`config.mk`:
```
export PLATFORM = sky130hd
export DESIGN_NAME = elevator_request_scheduler
export DESIGN_NICKNAME = d
export VERILOG_FILES = /design/src/rtl/elevator_pkg.sv /design/src/rtl/elevator_request_reg.sv /design/src/rtl/elevator_request_scheduler.sv
export SDC_FILE = /design/constraint.sdc
export NUM_CORES = 1
export LEC_CHECK = 0
export CORE_UTILIZATION = 45
export DETAILED_ROUTE_END_ITERATION = 8
export PLACE_DENSITY = 0.79
export SETUP_SLACK_MARGIN = 0.15
export SYNTH_ARGS = -nofsm -noshare
export SYNTH_HDL_FRONTEND = slang
export SYNTH_SLANG_ARGS = --single-unit
```
`constraint.sdc`:
```
create_clock -name clk -period 2.5 [get_ports clk]
set_clock_uncertainty 0.05 [all_clocks]
set_input_delay 0.5 -clock clk [delete_from_list [all_inputs] [get_ports clk]]
set_output_delay 0.5 -clock clk [all_outputs]
set_load 0.1 [all_outputs]
```
`src/rtl/elevator_pkg.sv`:
```
// ---------------------------------------------------------------------------
// elevator_pkg
// Shared types and constants for the elevator request scheduler slice.
//   state_t      : scheduler FSM states (IDLE, MOVE_UP, MOVE_DOWN, DOOR)
//   dir_t        : SCAN travel direction (UP, DOWN)
//   NUM_FLOORS   : number of served floors (4)
//   FLOOR_W      : width of a floor index (2)
//   floor_onehot : one-hot mask for a floor index
// ---------------------------------------------------------------------------
package elevator_pkg;

   localparam int NUM_FLOORS = 4;
   localparam int FLOOR_W    = 2;

   typedef enum logic [1:0] {
      IDLE      = 2'd0,
      MOVE_UP   = 2'd1,
      MOVE_DOWN = 2'd2,
      DOOR      = 2'd3
   } state_t;

   typedef enum logic {
      UP   = 1'b0,
      DOWN = 1'b1
   } dir_t;

   function automatic logic [NUM_FLOORS-1:0] floor_onehot(input logic [FLOOR_W-1:0] f);
      logic [NUM_FLOORS-1:0] m;
      m    = '0;
      m[f] = 1'b1;
      return m;
   endfunction

endpackage

```
`src/rtl/elevator_request_reg.sv`:
```
// ---------------------------------------------------------------------------
// elevator_request_reg
// Holds the set of outstanding floor requests and reports whether any of
// them lie above or below the car.
//   clk, rst_n     : clock, asynchronous active-low reset
//   floor_request  : per-floor request bits, OR-ed into the set every cycle
//   clear          : one-hot floor being serviced; wins over a same-cycle set
//   current_floor  : car position used for the above/below reductions
//   pending        : registered outstanding request set
//   any_above      : some pending floor is strictly above current_floor
//   any_below      : some pending floor is strictly below current_floor
// ---------------------------------------------------------------------------
module elevator_request_reg
   import elevator_pkg::*;
(
   input  logic                  clk,
   input  logic                  rst_n,
   input  logic [NUM_FLOORS-1:0] floor_request,
   input  logic [NUM_FLOORS-1:0] clear,
   input  logic [FLOOR_W-1:0]    current_floor,
   output logic [NUM_FLOORS-1:0] pending,
   output logic                  any_above,
   output logic                  any_below
);

   always_ff @(posedge clk or negedge rst_n) begin
      if (!rst_n) begin
         pending <= '0;
      end else begin
         pending <= (pending | floor_request) & ~clear;
      end
   end

   // Floors outside 0..NUM_FLOORS-1 do not exist, so the reductions can
   // never see a wrapped-around request.
   always_comb begin
      any_above = 1'b0;
      any_below = 1'b0;
      for (int i = 0; i < NUM_FLOORS; i++) begin
         if (pending[i] && (i > int'(current_floor))) any_above = 1'b1;
         if (pending[i] && (i < int'(current_floor))) any_below = 1'b1;
      end
   end

endmodule

```
`src/rtl/elevator_request_scheduler.sv`:
```
// ---------------------------------------------------------------------------
// elevator_request_scheduler
// SCAN scheduler for a 4-floor car: latches requests, keeps travelling while
// requests lie ahead, reverses otherwise, times floor-to-floor travel and
// door dwell, and holds the door while the car is overloaded.
//   TRAVEL_CYCLES : clock cycles per one-floor move (>= 2)
//   DOOR_CYCLES   : clock cycles the door stays open (>= 2)
//   WEIGHT_LIMIT  : load above which the car is overloaded
//   clk, rst_n    : clock, asynchronous active-low reset
//   floor_request : per-floor request bits (level or pulse)
//   weight        : car load, unsigned
//   current_floor : floor the car is at or last passed
//   moving_up     : registered decode of MOVE_UP
//   moving_down   : registered decode of MOVE_DOWN
//   door_open     : registered decode of DOOR
//   overload      : registered weight > WEIGHT_LIMIT
//   pending       : outstanding requests
// ---------------------------------------------------------------------------
module elevator_request_scheduler
   import elevator_pkg::*;
#(
   parameter int TRAVEL_CYCLES = 4,
   parameter int DOOR_CYCLES   = 6,
   parameter int WEIGHT_LIMIT  = 150
) (
   input  logic                  clk,
   input  logic                  rst_n,
   input  logic [NUM_FLOORS-1:0] floor_request,
   input  logic [7:0]            weight,
   output logic [FLOOR_W-1:0]    current_floor,
   output logic                  moving_up,
   output logic                  moving_down,
   output logic                  door_open,
   output logic                  overload,
   output logic [NUM_FLOORS-1:0] pending
);

   localparam int TRAVEL_W = (TRAVEL_CYCLES > 1) ? $clog2(TRAVEL_CYCLES) : 1;
   localparam int DOOR_W   = (DOOR_CYCLES > 1) ? $clog2(DOOR_CYCLES) : 1;

   localparam logic [TRAVEL_W-1:0] TRAVEL_LAST = TRAVEL_W'(TRAVEL_CYCLES - 1);
   localparam logic [DOOR_W-1:0]   DOOR_LAST   = DOOR_W'(DOOR_CYCLES - 1);
   localparam logic [7:0]          WEIGHT_MAX  = 8'(WEIGHT_LIMIT);

   state_t                state;
   dir_t                  dir;
   logic [TRAVEL_W-1:0]   travel_cnt;
   logic [DOOR_W-1:0]     dwell_cnt;

   logic                  any_above;
   logic                  any_below;
   logic                  ahead;
   logic                  behind;
   logic                  moving;
   logic                  travel_done;
   logic [FLOOR_W-1:0]    next_floor;
   logic                  idle_stop;
   logic                  arrive_stop;
   logic [NUM_FLOORS-1:0] clear;

   assign ahead       = (dir == UP) ? any_above : any_below;
   assign behind      = (dir == UP) ? any_below : any_above;
   assign moving      = (state == MOVE_UP) || (state == MOVE_DOWN);
   assign travel_done = (travel_cnt == TRAVEL_LAST);
   // Only meaningful while moving; the MOVE states never start at an edge floor
   // heading outward, so the +/-1 cannot wrap when it is used.
   assign next_floor  = (state == MOVE_UP) ? current_floor + FLOOR_W'(1)
                                           : current_floor - FLOOR_W'(1);
   assign idle_stop   = (state == IDLE) && pending[current_floor];
   assign arrive_stop = moving && travel_done && pending[next_floor];

   // While the door is open the current floor's bit is continuously cleared,
   // so a request for this floor restarts the dwell instead of being latched.
   always_comb begin
      clear = '0;
      if ((state == DOOR) || idle_stop) clear = floor_onehot(current_floor);
      else if (arrive_stop)             clear = floor_onehot(next_floor);
   end

   elevator_request_reg u_request_reg (
      .clk           (clk),
      .rst_n         (rst_n),
      .floor_request (floor_request),
      .clear         (clear),
      .current_floor (current_floor),
      .pending       (pending),
      .any_above     (any_above),
      .any_below     (any_below)
   );

   // The status outputs are written alongside the state they decode so they
   // always equal the registered state without a combinational decode.
   always_ff @(posedge clk or negedge rst_n) begin
      if (!rst_n) begin
         state         <= IDLE;
         dir           <= UP;
         current_floor <= '0;
         travel_cnt    <= '0;
         dwell_cnt     <= '0;
         moving_up     <= 1'b0;
         moving_down   <= 1'b0;
         door_open     <= 1'b0;
         overload      <= 1'b0;
      end else begin
         overload    <= (weight > WEIGHT_MAX);
         moving_up   <= 1'b0;
         moving_down <= 1'b0;
         door_open   <= 1'b0;

         case (state)
            IDLE: begin
               travel_cnt <= '0;
               dwell_cnt  <= '0;
               if (idle_stop) begin
                  state     <= DOOR;
                  door_open <= 1'b1;
               end else if (ahead) begin
                  if (dir == UP) begin
                     state     <= MOVE_UP;
                     moving_up <= 1'b1;
                  end else begin
                     state       <= MOVE_DOWN;
                     moving_down <= 1'b1;
                  end
               end else if (behind) begin
                  if (dir == UP) begin
                     dir         <= DOWN;
                     state       <= MOVE_DOWN;
                     moving_down <= 1'b1;
                  end else begin
                     dir       <= UP;
                     state     <= MOVE_UP;
                     moving_up <= 1'b1;
                  end
               end
            end

            MOVE_UP, MOVE_DOWN: begin
               if (travel_done) begin
                  travel_cnt    <= '0;
                  current_floor <= next_floor;
                  if (pending[next_floor]) begin
                     state     <= DOOR;
                     dwell_cnt <= '0;
                     door_open <= 1'b1;
                  end else if (ahead) begin
                     // next_floor is not pending, so "ahead of the old floor"
                     // equals "further beyond the new floor".
                     moving_up   <= (state == MOVE_UP);
                     moving_down <= (state == MOVE_DOWN);
                  end else begin
                     state <= IDLE;
                  end
               end else begin
                  travel_cnt  <= travel_cnt + TRAVEL_W'(1);
                  moving_up   <= (state == MOVE_UP);
                  moving_down <= (state == MOVE_DOWN);
               end
            end

            DOOR: begin
               if (overload || floor_request[current_floor]) begin
                  dwell_cnt <= '0;
                  door_open <= 1'b1;
               end else if (dwell_cnt == DOOR_LAST) begin
                  dwell_cnt <= '0;
                  state     <= IDLE;
               end else begin
                  dwell_cnt <= dwell_cnt + DOOR_W'(1);
                  door_open <= 1'b1;
               end
            end

            default: begin
               state <= IDLE;
            end
         endcase
      end
   end

endmodule
```
# == After elaboration in Yosys (flattened, before gate mapping) ==
# Index checks and enable logic that the tools add are counted.
# word_totals
reg_bits,18
latchBits,0
mem_bits_rw,0
mem_bits_ro,0
wordCells,123
mem_count,0
# classes
addsub,4
n_mul,0
div_mod_pow,0
n_lt_le_gt_ge,11
eq_ne,11
shift,0
mux,61
n_bitwise,5
n_reduce_logical,21
# op_table
op,n
$mux 1,32
$mux 2,12
$mux 3,4
$logic_and 1x1->1,11
$pmux 3 s3,1
$gt 8x8->1 const B,1
$mux 4,2
$bmux 1 s2,3
$eq 2x2->1 const B,3
$lt 2x3->1 const B,2
$ne 2x2->1 const B,3
$pmux 2 s3,1
$reduce_and 5->1,1
$add 2x1->2 const B,2
$and 4x4->4,1
$demux 1 s2,2
$ge 2x1->1 const B,2
$gt 2x2->1 const A,2
$lt 1x2->1 const A,2
$ne 4x4->1 const B,1
$not 4->4,1
$or 4x4->4,1
$pmux 1 s2,2
$pmux 2 s2,1
16 further kinds,20

# == Logic depth before layout (Yosys ltp) ==
# logic_depth
ltp_word,10
depth_mapped,8
depth_no_buf,7

# == Modules after synthesis ==
# A second synthesis with hierarchy kept.
# hier_totals
cells_unflattened,123
area_unflattened_um2,1163.6
# by_module_without_submodules
mod,instances,cells_each,area_per_inst_um2
elevator_request_scheduler,1,103,993.5
elevator_request_reg,1,20,170.2

# == Worst setup path before layout ==
# OpenSTA, ideal clock, no wires.
# synth_path
path_kind,register to register
startpoint,register current_floor[0]
endpoint,register state[0]
setup_ns,0.125
arrival_ns,2.968
required_ns,2.325
path_slack_ns,-0.643
path_stages_with_launch,9
n_path_buf,1
cell_sequence,dfrtp_1 -> buf_6 -> inv_2 -> ha_1 -> xor2_1 -> mux4_2 -> a21boi_2 -> a211o_1 -> mux2_2
# synth_between
elab_chain_len,9
word_cells_on_any_way,40
# synth_rtl
element,line_no,source
start: declaration,elevator_request_scheduler.sv:30,"output logic [FLOOR_W-1:0] current_floor,"
start signal: assignment,elevator_request_scheduler.sv:141,current_floor <= next_floor;
$gt 1x2->1 or $lt 1x2->1 (tied branches),"elevator_request_reg.sv:40, elevator_request_reg.sv:41",
"$logic_and 1x1->1, on equally long branches","elevator_request_reg.sv:40, elevator_request_reg.sv:41",
"$mux 1, on equally long branches (3 in series)","elevator_request_reg.sv:40, elevator_request_reg.sv:41",
$mux 1,elevator_request_scheduler.sv:61,assign ahead = (dir == UP) ? any_above : any_below;
$mux 2,elevator_request_scheduler.sv:117,end else if (ahead) begin
$mux 2,elevator_request_scheduler.sv:114,if (idle_stop) begin
$pmux 2 s3,elevator_request_scheduler.sv:110,case (state)
end signal: assignment,elevator_request_scheduler.sv:115,state <= DOOR;
end signal: assignment,elevator_request_scheduler.sv:119,state <= MOVE_UP;
end signal: assignment,elevator_request_scheduler.sv:122,state <= MOVE_DOWN;
end: declaration,elevator_request_scheduler.sv:45,state_t state;
# Several ways; a longest one is shown, not always the timed one. The select of a mux whose other input is x is not followed.
# A chain may end at the register's enable or synchronous reset.

# == Worst setup path in the final report ==
# layout_path
startpoint,register current_floor[1]
endpoint,register dwell_cnt[2]
# layout_between
elab_chain_len,6
word_cells_on_any_way,12
# layout_rtl
element,line_no,source
$sub 2x1->2 or $add 2x1->2 (tied branches),"elevator_request_scheduler.sv:68, elevator_request_scheduler.sv:67",
$mux 2,elevator_request_scheduler.sv:67,assign next_floor = (state == MOVE_UP) ? current_floor + FLOOR_W'(1)
$bmux 1 s2,elevator_request_scheduler.sv:142,if (pending[next_floor]) begin
$mux 1 (implied by the code),elevator_request_scheduler.sv:142,
$ne 2x2->1 (no line),n/a,
$reduce_and 2->1 (no line),n/a,
end signal: assignment,elevator_request_scheduler.sv:169,dwell_cnt <= dwell_cnt + DOOR_W'(1);
end: declaration,elevator_request_scheduler.sv:48,logic [DOOR_W-1:0] dwell_cnt;
# Several ways; a longest one is shown, not always the timed one. The select of a mux whose other input is x is not followed.

==> results.txt <==
The total area inside the core boundary comes to 0.00248 sq mm. The number of fill cells is 188. For flop-to-flop paths, the worst setup slack is 0.17 ns. The number of global-route vias before repair came out at between 800 and 900. The Yosys step of the flow raised 0 warnings. The relative area change from synthesis to final layout is 34.9%. The maximum number of pins on one net before global-route repair came out at 12.

On the critical path the largest part of the delay comes from flip-flops. The average wire length per cell after detail routing is between 15 and 20 microns. In this run the critical register-to-register path is captured at dwell_cnt[2]$_DFFE_PN0P_.

The via count is 1,072. The signal on the critical path passes through inv_1, ha_4, xor2_4, mux4_2, a21boi_4, buf_4, or4b_1, a21oi_1. The post-placement cell area is 0.00145 sq mm.

Across the run, the number of max-cap violations was 0. The initial antenna violation count came to 0. The die extent in y is about 53 microns. The die is 53.0 microns wide. The cell depth of the worst setup path is 8. The count of inserted antenna diode cells came out at 0.

The flow ran to the end, and the final reports show no timing, DRC or antenna violations. The violation count after the first detailed-route iteration came out at 43. Along the worst path, the maximum fanout reaches 8.

The clock sink total is 18. The highest clock rate came out at around 430 MHz. The number of hold-repair buffers added at the cts stage is 0. The worst pin sits at a relative slew slack of 71.7%. The effective utilization at floorplan came out at 47.3%. The number of nets in the finished design is 175. The count of flip-flops with a built-in enable after synthesis came out at 0. In the post-synthesis netlist, the biggest area contributors are dfrtp_1 (38%), ha_1 (12%), a21oi_1 (4.3%), mux4_2 (3.8%), nor2_1 (3.5%). The final critical path takes up 93.2% of the cycle. The kind of capture point of the worst setup path is a flop. After layout, the minimum clock period comes to around 2.3 ns. Setup violations remaining at the end of the flow were counted as 0.

Clock-pin slew was measured on the worst setup and hold paths at approximately 0.11 ns. The detailed-route wire length came out at 2.89 mm. The total track usage came out at between 20 and 25%. The unique cell type count in the Yosys netlist is 36. The antenna violation net count after detailed routing came out at 0. The number of buffer cells added on primary ports is 23. The overall die area is 0.00281 sq mm. The sequential element share of the synthesized area came out at between 30% and 40%.

The number of clock buffers inserted by TritonCTS is 3. The worst-path cell with the longest stage delay is dfrtp_4. The number of H-tree levels came out at 1. The synthesized instance count is 113. The cell count of the worst reg-to-reg path came out at 8. The critical path is of the reg2reg type. The maximum clock path buffer count came out at 2.

The count of pins on the block boundary came out at 24. The clock latency at the later pin of the worst-skew pair is 0.31 ns. TritonCTS built the clock tree. Summed over its instances, the top area cell type makes up 38.5% of the synthesized netlist area.

After synthesis, the mean cell area works out to roughly 10 sq um. Row generation in the floorplan step produced 18 rows. The leading area contributor after synthesis is dfrtp_1. The sum of net half-perimeters after detailed placement is approximately 2.0 mm.

The worst min-delay path class is in2async. The critical path contains buffers and inverters numbering 2 combined. The startpoint of the worst-slack reg-to-reg timing path is current_floor[1]$_DFFE_PN0P_.

The post-detailed-route via-to-cell ratio is around 6. For the worst setup path, the data required time is 2.70 ns. The register bit count reported by yosys came out at 18. The maximum cell stage delay along the critical path came out at between 0.5 and 0.6 ns. After detailed routing, the number of remaining DRC violations is 0. CTS placed an instance of clkbuf_4 at the clock tree root. In the synthesized netlist the async set-or-reset flop fraction comes to 100%. Setup repair after global routing left no endpoint under its margin.

The count of TritonRoute iterations in the first routing pass is 5. Among all flip-flop cells after synthesis, the most frequent one is dfrtp_1. The number of pins with negative max-slew slack in the final report is 0. After synthesis the cells add up to 0.00117 sq mm.

The placer's final routability congestion estimate came out at 0.936. The actual transition at the worst max-transition pin is 0.423 ns. The global route total overflow came out at 0. The final hold violation count came out at 0.

The cell area after layout came out at 0.00158 sq mm. The worst setup path is launched from a flop. The wire length of the first global-routing pass came out at between 3 and 4 mm. The fraction of final layout cells with drive strength greater than 1 came out at 24.8%. Synthesis produced a netlist with a net count of 138.

STA puts the critical path data arrival time at 2.53 ns.
==> layout by cell type (no fill, tap or decap), types with 2 or more instances in the layout <==
cell             count
xnor2_1              2
nor4b_1              2
ha_1                10
dfrtp_1             16
mux4_2               2
a221oi_1             4
mux2_2               2
dfrtp_4              2
nor2_1              11
clkbuf_4             3
buf_4               18
inv_1                5
a21oi_1             10
nand3_1              3
nand2b_1             2
clkdlybuf4s50_1     13
o21ai_0              5
mux2i_1              2
nand2_1              6
o31a_1               2
nor2b_1              4
a21o_1               4
==> repair_timing <==
item / CTS / global route
gates resized for setup: 0 / 2
setup buffers: 1 / 8
pin swaps: 1 / 0
hold endpoints to repair: 0 / 0
setup endpoints to repair: 2 / 4
==> synth_stat cells, types with 2 or more instances <==
library cell  count
dfrtp_1          18
ha_1             11
nor2_1           11
a21oi_1          10
nand2_1           6
inv_1             5
o21ai_0           5
a21o_1            4
a221oi_1          4
nor2b_1           4
nand3_1           3
mux2_2            2
mux2i_1           2
mux4_2            2
nand2b_1          2
nor4b_1           2
o31a_1            2
xnor2_1           2
==> cells by family after synthesis <==
kind of cell / after synthesis / share of synthesized area [%]
simple gates: 35 / 16.5
compound gates: 33 / 20.7
flops: 18 / 38.5
fa+ha+maj: 11 / 11.8
buf+inv: 7 / 2.88
mux: 6 / 7.48
xor+xnor: 3 / 2.24
==> routing by layer <==
layer	up-vias	share of wire [%]	global-route usage, %
met1	504	38	27.8
met3	9	7.6	3.45
met4	0	3.0	11.8
met2	66	51	30.8
li1	493	-	-
met5	-	0	0
==> stage by stage <==
step / util [%] / std cells / TNS (ns) / hold WS [ns] / worst slack, ns
after floorplan: - / 113 / -0.108 / 0.154 / -0.0539
after global placement: 58.5 / 166 / 0 / 0.423 / 0.175
after detailed placement: 58.5 / 166 / 0 / 0.436 / 0.0850
after CTS: 60.3 / 171 / 0 / 0.429 / 0.138
after global routing: 63.8 / 179 / 0 / 0.448 / 0.118
final: 63.8 / 179 / 0 / 0.429 / 0.171
==> worst reg2reg max path: stages (launching register included) <==
cell and delay (ns):
dfrtp_4 0.53, inv_1 0.13, ha_4 0.23, xor2_4 0.16
mux4_2 0.30, a21boi_4 0.08, buf_4 0.17, or4b_1 0.49
a21oi_1 0.13
==> cell type report <==
class / count / area [sq um] / share of cell area, %
Timing Repair Buffer: 33 / 290 / 18.4
Clock buffer: 4 / 36.3 / 2.30
Sequential cell: 18 / 458 / 29.0
Tap cell: 30 / 37.5 / 2.38
Inverter: 6 / 27.5 / 1.74
Multi-Input combinational cell: 88 / 731 / 46.2
==> registers in the layout, indices dropped and copies added, names as in the netlist <==
signal and cells:
current_floor 2, dir 1, door_open 1, dwell_cnt 3, moving_down 1, moving_up 1, overload 1, state 2
travel_cnt 2, u_request_reg.pending 4
==> how the worst max path moves through the flow <==
stage / end / from
after global routing: dwell_cnt[2]$_DFFE_PN0P_ / state[1]$_DFFE_PN0P_
after floorplan: state[0]$_DFFE_PN0P_ / current_floor[0]$_DFFE_PN0P_
after detailed placement: state[1]$_DFFE_PN0P_ / current_floor[0]$_DFFE_PN0P_
after global placement: state[1]$_DFFE_PN0P_ / current_floor[0]$_DFFE_PN0P_
after CTS: dwell_cnt[2]$_DFFE_PN0P_ / current_floor[0]$_DFFE_PN0P_
final: dwell_cnt[2]$_DFFE_PN0P_ / current_floor[1]$_DFFE_PN0P_
Power is not shown: default switching activity piles up to over one toggle a cycle in this logic, so the estimate is an artifact.
